File: config.mk
export PLATFORM = sky130hd
export DESIGN_NAME = ifu_fetch_ctrl
export DESIGN_NICKNAME = d
export VERILOG_FILES = /design/src/rtl/ifu_fetch_ctrl.sv
export SDC_FILE = /design/constraint.sdc
export NUM_CORES = 1
export LEC_CHECK = 0
export ABC_AREA = 1
export CORE_MARGIN = 2
export CORE_UTILIZATION = 29
export DETAILED_ROUTE_END_ITERATION = 8
export DONT_BUFFER_PORTS = 1
export PLACE_DENSITY = 0.49
export SLEW_MARGIN = 20
export SYNTH_ARGS = -nofsm -noshare
export SYNTH_HDL_FRONTEND = slang
export SYNTH_SLANG_ARGS = --single-unit
File: constraint.sdc
create_clock -name clock -period 3.1 [get_ports clock]
set_clock_uncertainty 0.05 [all_clocks]
set_input_delay 0.31 -clock clock [delete_from_list [all_inputs] [get_ports clock]]
set_output_delay 0.31 -clock clock [all_outputs]
set_load 0.03 [all_outputs]
File: src/rtl/ifu_fetch_ctrl.sv
// ifu_fetch_ctrl: instruction-fetch sequencer.
// Owns the word-addressed PC, runs a req/ack handshake to instruction memory,
// holds each fetched instruction until downstream consumes it, then picks the
// next PC (sequential, taken branch or jump). A watchdog on the handshake
// parks the block in a sticky error state that only reset can leave.
module ifu_fetch_ctrl #(
    parameter int                ADDR_W   = 30,
    parameter logic [ADDR_W-1:0] RESET_PC = {ADDR_W{1'b0}},
    parameter int                TIMEOUT  = 16
) (
    input  logic              clock,
    input  logic              start,
    input  logic              run,
    input  logic              stall,
    input  logic              branch,
    input  logic              zero,
    input  logic              jump,
    input  logic [ADDR_W-1:0] br_offset,
    input  logic [25:0]       jump_target,
    output logic              imem_req,
    output logic [ADDR_W-1:0] imem_addr,
    input  logic              imem_ack,
    input  logic [31:0]       imem_rdata,
    output logic [31:0]       inst,
    output logic              inst_valid,
    output logic [ADDR_W-1:0] pc,
    output logic              fetch_err,
    output logic [31:0]       fetch_count
);

    localparam int CNT_W = (TIMEOUT > 2) ? $clog2(TIMEOUT) : 1;
    localparam logic [CNT_W-1:0]  CNT_LAST = CNT_W'(TIMEOUT - 1);
    localparam logic [CNT_W-1:0]  CNT_ONE  = CNT_W'(1);
    localparam logic [ADDR_W-1:0] PC_ONE   = ADDR_W'(1);

    typedef enum logic [1:0] {
        S_IDLE  = 2'b00,
        S_FETCH = 2'b01,
        S_HOLD  = 2'b10,
        S_ERR   = 2'b11
    } state_t;

    state_t            r_state;
    state_t            w_state_nxt;
    logic              w_consume;
    logic [ADDR_W-1:0] r_fetch_pc;
    logic [ADDR_W-1:0] r_pc;
    logic [31:0]       r_inst;
    logic [31:0]       r_fetch_count;
    logic [CNT_W-1:0]  r_wait_cnt;
    logic [ADDR_W-1:0] w_pc_seq;
    logic [ADDR_W-1:0] w_next_pc;

    // Next-state decode; the consume strobe only exists in HOLD.
    always_comb begin
        w_state_nxt = r_state;
        w_consume   = 1'b0;
        case (r_state)
            S_IDLE: begin
                if (run) begin
                    w_state_nxt = S_FETCH;
                end else begin
                    w_state_nxt = S_IDLE;
                end
            end
            S_FETCH: begin
                if (imem_ack) begin
                    w_state_nxt = S_HOLD;
                end else if (r_wait_cnt == CNT_LAST) begin
                    w_state_nxt = S_ERR;
                end else begin
                    w_state_nxt = S_FETCH;
                end
            end
            S_HOLD: begin
                if (!stall) begin
                    w_consume   = 1'b1;
                    w_state_nxt = run ? S_FETCH : S_IDLE;
                end else begin
                    w_state_nxt = S_HOLD;
                end
            end
            S_ERR: begin
                w_state_nxt = S_ERR;
            end
            default: begin
                w_state_nxt = S_ERR;
            end
        endcase
    end

    // Next-PC select: jump beats taken branch beats sequential; all modulo 2^ADDR_W.
    always_comb begin
        w_pc_seq = r_pc + PC_ONE;
        if (jump) begin
            w_next_pc = {r_pc[ADDR_W-1:26], jump_target};
        end else if (branch && zero) begin
            w_next_pc = w_pc_seq + br_offset;
        end else begin
            w_next_pc = w_pc_seq;
        end
    end

    // State register and fetch datapath with synchronous active-low reset.
    always_ff @(posedge clock) begin
        if (!start) begin
            r_state       <= S_IDLE;
            r_fetch_pc    <= RESET_PC;
            r_pc          <= RESET_PC;
            r_inst        <= 32'h0000_0000;
            r_fetch_count <= 32'h0000_0000;
            r_wait_cnt    <= {CNT_W{1'b0}};
        end else begin
            r_state <= w_state_nxt;
            case (r_state)
                S_IDLE: begin
                    r_wait_cnt <= {CNT_W{1'b0}};
                end
                S_FETCH: begin
                    if (imem_ack) begin
                        r_inst <= imem_rdata;
                        r_pc   <= r_fetch_pc;
                    end else if (r_wait_cnt != CNT_LAST) begin
                        r_wait_cnt <= r_wait_cnt + CNT_ONE;
                    end else begin
                        r_wait_cnt <= r_wait_cnt;
                    end
                end
                S_HOLD: begin
                    if (w_consume) begin
                        r_fetch_count <= r_fetch_count + 32'd1;
                        r_fetch_pc    <= w_next_pc;
                        r_wait_cnt    <= {CNT_W{1'b0}};
                    end else begin
                        r_fetch_count <= r_fetch_count;
                    end
                end
                S_ERR: begin
                    r_wait_cnt <= r_wait_cnt;
                end
                default: begin
                    r_wait_cnt <= {CNT_W{1'b0}};
                end
            endcase
        end
    end

    // Outputs are pure decodes of registered state and registered data.
    assign imem_req    = (r_state == S_FETCH);
    assign imem_addr   = r_fetch_pc;
    assign inst_valid  = (r_state == S_HOLD);
    assign fetch_err   = (r_state == S_ERR);
    assign inst        = r_inst;
    assign pc          = r_pc;
    assign fetch_count = r_fetch_count;

endmodule

==> summary.md, run 1 <==
| Metric | Value |
|---|---|
| Outcome | completed |
| Synth top area share | 30.4% |
| Row count | 62 |
| Clk pwr share | around 44% |
| Sw power | approximately 1.4 mW |
| VDD IR max | about 0.00044 V |
| Clock slew at reported path FFs | 0.07 ns |
| First-pass GRT wire length | ~50000 um |
| Port bufs | 0 |
| EDFF count, synth | 0 |
| WS Path Type | reg2reg |
| Starting Density | between 20% and 30% |
| Syn Std Cell Area | between 8000 and 9000 um2 |
| Final hold vios | 0 |
| CTS max path bufs | 2 |
| Chip height | around 180 um |
| Pwr Density | about 420 nW/um2 |
| Slew Limit Fails | 0 |
| Crit-path max FO | 4 |
| GRT Total Usage | 21.4% |
| Commonest cells in the netlist | nand2_1 (432), inv_1 (173), a21oi_1 (154) |
| Finished layout cell area | 11200 um2 |
| Worst slack, placed | -0.269 ns |
| RSZ-0062 raised after global routing | yes |
| Sw Ratio | 30.3% |
| Internal power | 3.32 mW |
| Mean Syn Cell Area | about 6.1 um2 |
| GPL Wtd Cong | 0.921 |
| Skew-Pair Late Insertion Delay | approximately 0.43 ns |
| Antenna fix cells | 0 |
| Leak pwr | a little under 5 nW |
| Die W | roughly 180 um |
| Area Growth Syn to Fin | 30.9% |
| Synthesized instance count | approximately 1400 |
| Ports | 223 |
| Drt wl/cell | 17.8 um |
| Via count | ~9300 |
| Routed wire length | about 34000 um |
| Antenna Nets Post-Route | 0 |
| Fmax | about 340 MHz |
| Count leader, synth | nand2_1 |
| Share of cells above drive strength 1 | between 15 and 20% |
| Die Footprint | 30900 um2 |
| Max transition margin | around 49% |
| Final nets | between 1500 and 2000 |
| Critical path required time | roughly 3.4 ns |
| Distinct cells, synth | 41 |
| # DRC | 0 |
| Post-synthesis async set-or-reset flop share | 0% |
| Setup-failing EPs final | 0 |
| Pwr Total | around 4.8 mW |
| DRT iter0 DRCs | 741 |
| CTS HTree Levels | 4 |
| Part of the cycle the worst path needs | 95.0% |
| Critical Path Sink Type | register |
| Routed vias/inst | 4.88 |
| Number of synthesized register bits | 130 |
| Main synth FF type | dfxtp_1 |
| CTS Buf Count | 17 |
| Register-to-Register Path Depth | 21 |
| Core ar. | a little under 30000 um2 |
| First drt pass iteration count | 5 |
| Hold depth | 2 |
| Gr ovfl total | 0 |
| Top cell type by total area after synthesis | dfxtp_1 |
| Final setup margin | roughly 0.15 ns |
| Least-Margin Pin Slew | roughly 0.76 ns |
| Largest net degree at the start of global routing | 66 |
| CTS tree | built |
| Vias in the first global route | between 8000 and 9000 |
| Min Hold Slack | about 0.014 ns |
| Area after DPL | 9560 um2 |
| Synth Warn # | 0 |
| Hold Crit Class | in2reg |
| Top cells by area, synth | dfxtp_1 (30%), nand2_1 (19%), a21oi_1 (9.0%), inv_1 (7.6%), ha_1 (5.7%) |
| Root Driver | clkbuf_16 |
| Post-layout util | between 30% and 40% |
| Initial antenna violation count | 0 |
| Minimum clock period | ~2.9 ns |
| Crit path launch type | register |
| Crit path DAT | 3.25 ns |
| Register area share after synthesis | roughly 30% |
| Sequential Power Share | between 30% and 40% |
| Combinational Power Share | between 10% and 20% |
| Syn_nets | ~1500 |
| CTS sink count | 130 |
| Dpl hpwl | ~26000 um |
| Max Cap Viol | 0 |
## per-stage QoR
step | std cells | TNS (ns)
2_1_floorplan | 1395 | 0
3_3_place_gp | 1823 | -2.07
3_5_place_dp | 1823 | -2.35
4_1_cts | 1887 | 0
5_1_grt | 1900 | -0.514
6_report | 1900 | 0
## state kept, by name (all words and copies together), names as in the netlist
register and cells:
fetch_count 32, imem_addr 30, inst 32, pc 30
r_state 2, r_wait_cnt 4
## worst paths after layout
| path | start | end | slack, ns |
|---|---|---|---|
| min | start | pc[22] | 0.01 |
| max | pc[11] | imem_addr[26] | 0.15 |
| min reg2reg | r_wait_cnt[1] | r_wait_cnt[1] | 0.44 |
| max reg2reg | pc[11] | imem_addr[26] | 0.15 |
## cell type report
| class | instances | area, um2 |
|---|---|---|
| Fill cell | 3131 | 17600 |
| Multi-Input combinational cell | 1042 | 5690 |
| Sequential cell | 130 | 2630 |
| Timing Repair Buffer | 132 | 1130 |
| Inverter | 181 | 683 |
| Tap cell | 384 | 480 |
| Clock buffer | 19 | 443 |
| Clock inverter | 12 | 159 |
## critical path, stage by stage, from the launching register on
cell     delay [ns]
dfxtp_2        0.36
nand2_1        0.10
nor2_2         0.15
nand2_1        0.10
nor2_4         0.17
buf_4          0.13
buf_4          0.10
xor2_2         0.20
ha_1           0.31
nand2_1        0.16
inv_1          0.05
nand2_1        0.06
nand2_1        0.06
nand2_1        0.06
nand3_1        0.12
a21oi_2        0.21
nand2_1        0.07
nand2_1        0.06
nand3_1        0.07
nand2_1        0.11
nand2_1        0.06
a21oi_1        0.11
## cell families (layout without fill, tap and decap cells)
family,count (synthesis),after routing,share of synthesized area (%)
buf+inv,223,344,9.79
compound gates,241,241,14.7
simple gates,734,734,36.4
fa+ha+maj,40,40,5.93
flops,130,130,30.4
xor+xnor,27,27,2.76
## metal layers
layer	global-route usage [%]	wire length [um]	part of all wire [%]
met2	34.4	15300	45
met1	27.0	14800	44
met4	6.61	869	2.6
met5	0	0	0
met3	7.23	2860	8.4
## placed cells by master (no fill, tap or decap), types with 10 or more instances in the layout
| cell | netlist | final |
|---|---|---|
| a21oi_1 | 154 | 143 |
| a21oi_2 | 0 | 11 |
| buf_4 | 0 | 92 |
| clkbuf_16 | 0 | 17 |
| dfxtp_1 | 130 | 118 |
| dlygate4sd3_1 | 0 | 33 |
| ha_1 | 39 | 27 |
| ha_4 | 0 | 12 |
| inv_1 | 173 | 171 |
| nand2_1 | 432 | 413 |
| nand2_2 | 2 | 20 |
| nand3_1 | 95 | 81 |
| nand3_2 | 2 | 14 |
| nand4_1 | 15 | 15 |
| nor2_1 | 126 | 109 |
| nor2_2 | 7 | 18 |
| nor3_1 | 28 | 21 |
| o21ai_0 | 55 | 53 |
| o21ai_1 | 9 | 10 |
| xor2_1 | 25 | 15 |
## power by group through the flow
stage | Sequential, mW | Combinational (mW) | Clock [mW]
6_report | 1.81 | 0.843 | 2.10
5_1_grt | 1.82 | 0.934 | 2.22
4_1_cts | 1.81 | 0.768 | 2.14
3_5_place_dp | 1.85 | 0.706 | 0
3_3_place_gp | 1.85 | 0.702 | 0
2_1_floorplan | 1.88 | 0.440 | 0
## repair_timing
| item | 4_1_cts | 5_1_grt |
|---|---|---|
| hold buffers | 33 | 1 |
| resized for setup | 23 | 113 |
| hold endpoints to repair | 72 | 1 |
| endpoints found under the setup margin | 15 | 19 |
| buffers inserted | 0 | 12 |
| pin swaps | 0 | 23 |
(Power assumes the default switching activity.)
==> run 2: changes to the inputs <==
--- a/config.mk
+++ b/config.mk
@@ -5,11 +5,11 @@
 export SDC_FILE = /design/constraint.sdc
 export NUM_CORES = 1
 export LEC_CHECK = 0
-export ABC_AREA = 1
 export CORE_MARGIN = 2
 export CORE_UTILIZATION = 29
 export DETAILED_ROUTE_END_ITERATION = 8
 export DONT_BUFFER_PORTS = 1
+export GPL_ROUTABILITY_DRIVEN = 1
 export PLACE_DENSITY = 0.49
 export SLEW_MARGIN = 20
 export SYNTH_ARGS = -nofsm -noshare
==> run 2 against run 1 <==
  * The run now ends with negative setup slack left
  * Hold slack improved by 0.011 ns
  * Clock power increased by 6%
  * Via count decreased by 16%
  * Worst setup slack got worse by 0.59 ns
  * Utilization increased by 2.6 points
  * Combinational power decreased by 56%
  * Fmax decreased by 17%
  * Clock-buffer cell count increased by 1
  * Critical path depth decreased by 7
  * Power decreased by 8.7%
  * Register-to-register slack got worse by 0.59 ns
  * Critical path type unchanged
==> summary.md, run 2 <==
| Metric | Value |
|---|---|
| Outcome | finished, violations left (was completed) |
| Failing checks | negative setup slack |
| Fmax | 283 MHz (was 339 MHz) |
| Vias in the first global route | 7688 (was 8525) |
| Non-Filler Instances | 1545 (was 1900) |
| Share of cells above drive strength 1 | 27.2% (was 17.5%) |
| CTS max path bufs | 2 (unchanged) |
| CTS HTree Levels | 4 (unchanged) |
| Least-Margin Pin Slew | 0.736 ns (was 0.764 ns) |
| Skew-Pair Late Insertion Delay | 0.41 ns (was 0.43 ns) |
| Chip height | 168 um (was 176 um) |
| CTS tree | built (unchanged) |
| Pwr Density | 392 nW/um2 (was 424 nW/um2) |
| # fillers | 2679 (was 3131) |
| GPL Wtd Cong | 0.881 (was 0.921) |
| Row count | 60 (was 62) |
| WS Path Type | reg2reg (unchanged) |
| Routed vias/inst | 5.04 (was 4.88) |
| Syn_nets | 1131 (was 1531) |
| EDFF count, synth | 0 (unchanged) |
| Starting Density | 29.3% (was 29.7%) |
| Final hold vios | 0 (unchanged) |
| Final nets | 1324 (was 1640) |
| Area Growth Syn to Fin | 41.6% (was 30.9%) |
| Part of the cycle the worst path needs | 114% (was 95.0%) |
| Finished layout cell area | 11100 um2 (was 11200 um2) |
| Post-synthesis async set-or-reset flop share | 0% (unchanged) |
| RSZ-0062 raised after global routing | yes (unchanged) |
| Port bufs | 0 (unchanged) |
| Main synth FF type | dfxtp_1 (unchanged) |
| Count leader, synth | nand2_1 (unchanged) |
| Routed wire length | 28800 um (was 33900 um) |
| Die Footprint | 28300 um2 (was 30900 um2) |
| Core ar. | 26700 um2 (was 28900 um2) |
| Slew Limit Fails | 0 (unchanged) |
| Area after DPL | 9430 um2 (was 9560 um2) |
| First drt pass iteration count | 5 (unchanged) |
| Synth Warn # | 0 (unchanged) |
| Die W | 168 um (was 176 um) |
| Critical path required time | 3.35 ns (was 3.41 ns) |
| Final setup margin | -0.437 ns (was 0.154 ns) |
| CTS sink count | 130 (unchanged) |
| Max Cap Viol | 0 (unchanged) |
| Initial antenna violation count | 5 (was 0) |
| Most frequent cells in the layout | nand2_1 (223), buf_4 (187), dfxtp_1 (119) (was nand2_1 (413), inv_1 (171), a21oi_1 (143)) |
| DRT iter0 DRCs | 445 (was 741) |
| Register area share after synthesis | 33.3% (was 30.4%) |
| Top cell type by total area after synthesis | dfxtp_1 (unchanged) |
| Syn Std Cell Area | 7820 um2 (was 8570 um2) |
| Drt wl/cell | 18.6 um (was 17.8 um) |
| Mean Syn Cell Area | 7.86 um2 (was 6.14 um2) |
| Max transition margin | 50.9% (was 49.0%) |
| Ports | 223 (unchanged) |
| Commonest cells in the netlist | nand2_1 (230), dfxtp_1 (130), a21boi_0 (68) (was nand2_1 (432), inv_1 (173), a21oi_1 (154)) |
| Dpl hpwl | 20700 um (was 25500 um) |
| Hold Crit Class | in2reg (unchanged) |
| Crit path launch type | register (unchanged) |
| Most common cell after layout, fill and taps aside | nand2_1 (unchanged) |
| Crit path DAT | 3.79 ns (was 3.25 ns) |
| CTS Buf Count | 17 (unchanged) |
| Min Hold Slack | 0.0255 ns (was 0.0143 ns) |
| Dpl cells | 1453 (was 1823) |
| First-pass GRT wire length | 43800 um (was 50200 um) |
| Minimum clock period | 3.54 ns (was 2.95 ns) |
| Top cells by area, synth | dfxtp_1 (33%), nand2_1 (11%), a21boi_0 (6.5%), xnor2_1 (6.3%), ha_1 (6.2%) (was dfxtp_1 (30%), nand2_1 (19%), a21oi_1 (9.0%), inv_1 (7.6%), ha_1 (5.7%)) |
| Setup Total Neg Slack | -3.56 ns (was 0 ns) |
| Worst slack, placed | -0.483 ns (was -0.269 ns) |
| Leak pwr | 4.52 nW (was 4.86 nW) |
| Pwr Total | 4.34 mW (was 4.76 mW) |
| # DRC | 0 (unchanged) |
| Post-layout util | 41.4% (was 38.9%) |
| Crit-path max FO | 7 (was 4) |
| Root Driver | clkbuf_16 (unchanged) |
| Number of synthesized register bits | 130 (unchanged) |
| Clock slew at reported path FFs | 0.06 ns (was 0.07 ns) |
| Synth top area share | 33.3% (was 30.4%) |
| GRT Total Usage | 19.8% (was 21.4%) |
| Synthesized instance count | 995 (was 1395) |
| Via count | 7793 (was 9263) |
| Antenna Nets Post-Route | 0 (unchanged) |
| Setup-failing EPs final | 13 (was 0) |
| Critical Path Sink Type | register (unchanged) |
| Gr ovfl total | 0 (unchanged) |
| VDD IR max | 0.000295 V (was 0.000444 V) |
| Distinct cells, synth | 72 (was 41) |
| Largest net degree at the start of global routing | 111 (was 66) |
run 2: final cells by class:
cell class	count	area, um2	share of cell area [%]
Antenna cell	3	7.51	0.0678
Clock buffer	20	467	4.21
Clock inverter	12	176	1.59
Inverter	9	33.8	0.305
Multi-Input combinational cell	801	5480	49.5
Sequential cell	130	2630	23.7
Tap cell	341	427	3.85
Timing Repair Buffer	229	1860	16.8
run 2: repair_timing:
| item | in CTS | in global routing |
|---|---|---|
| pin swaps | 11 | 34 |
| endpoints found under the hold margin | 110 | 0 |
| endpoints found under the setup margin | 16 | 23 |
| gates resized for setup | 24 | 68 |
| hold buffers | 36 | 0 |
| setup buffers | 5 | 16 |
run 2: power by group:
part	leakage, nW	switching (mW)	internal [mW]	total, mW
clock	0.321	0.812	1.42	2.23
combinational	3.14	0.200	0.172	0.371
sequential	1.06	0.0544	1.69	1.74
total	4.52	1.07	3.28	4.34
run 2: metal layers:
layer	GRT usage, %	vias up	routed length, um
met5	0	-	27
met4	4.65	4	471
met3	6.82	30	2180
met2	33.4	212	13900
met1	24.3	3680	12300
li1	-	3867	-
run 2: cell families (layout without fill, tap and decap cells):
| family | after synthesis | in the layout | share of synthesized area, % |
|---|---|---|---|
| AO/OA/AOI/OAI | 252 | 252 | 22.3 |
| XOR/XNOR | 80 | 80 | 8.96 |
| adder cells (fa/ha/maj) | 40 | 40 | 6.49 |
| buffers and inverters | 64 | 270 | 3.10 |
| flip-flops | 130 | 130 | 33.3 |
| multiplexers | 2 | 2 | 0.256 |
| other | 0 | 3 | 0 |
| AND/OR/NAND/NOR | 427 | 427 | 25.7 |
run 2: worst paths after layout:
kind	slack, ns	start	depth (start not counted)	endpoint
setup reg to reg	-0.44	pc[6]	14	imem_addr[27]
hold reg to reg	0.43	pc[21]	2	pc[21]
setup / recovery	-0.44	pc[6]	14	imem_addr[27]
hold / removal	0.03	start	2	imem_addr[12]
run 2: critical path, cell delays in order (launching register included):
cell      delay, ns
dfxtp_4        0.34
and4_4         0.23
nand4_1        0.17
buf_6          0.19
nor3_4         0.18
xor2_1         0.22
ha_1           0.29
and2_4         0.17
o2111a_1       0.11
a22o_1         0.24
o41a_1         0.36
a311o_1        0.39
a211oi_2       0.28
buf_4          0.15
a31oi_1        0.07
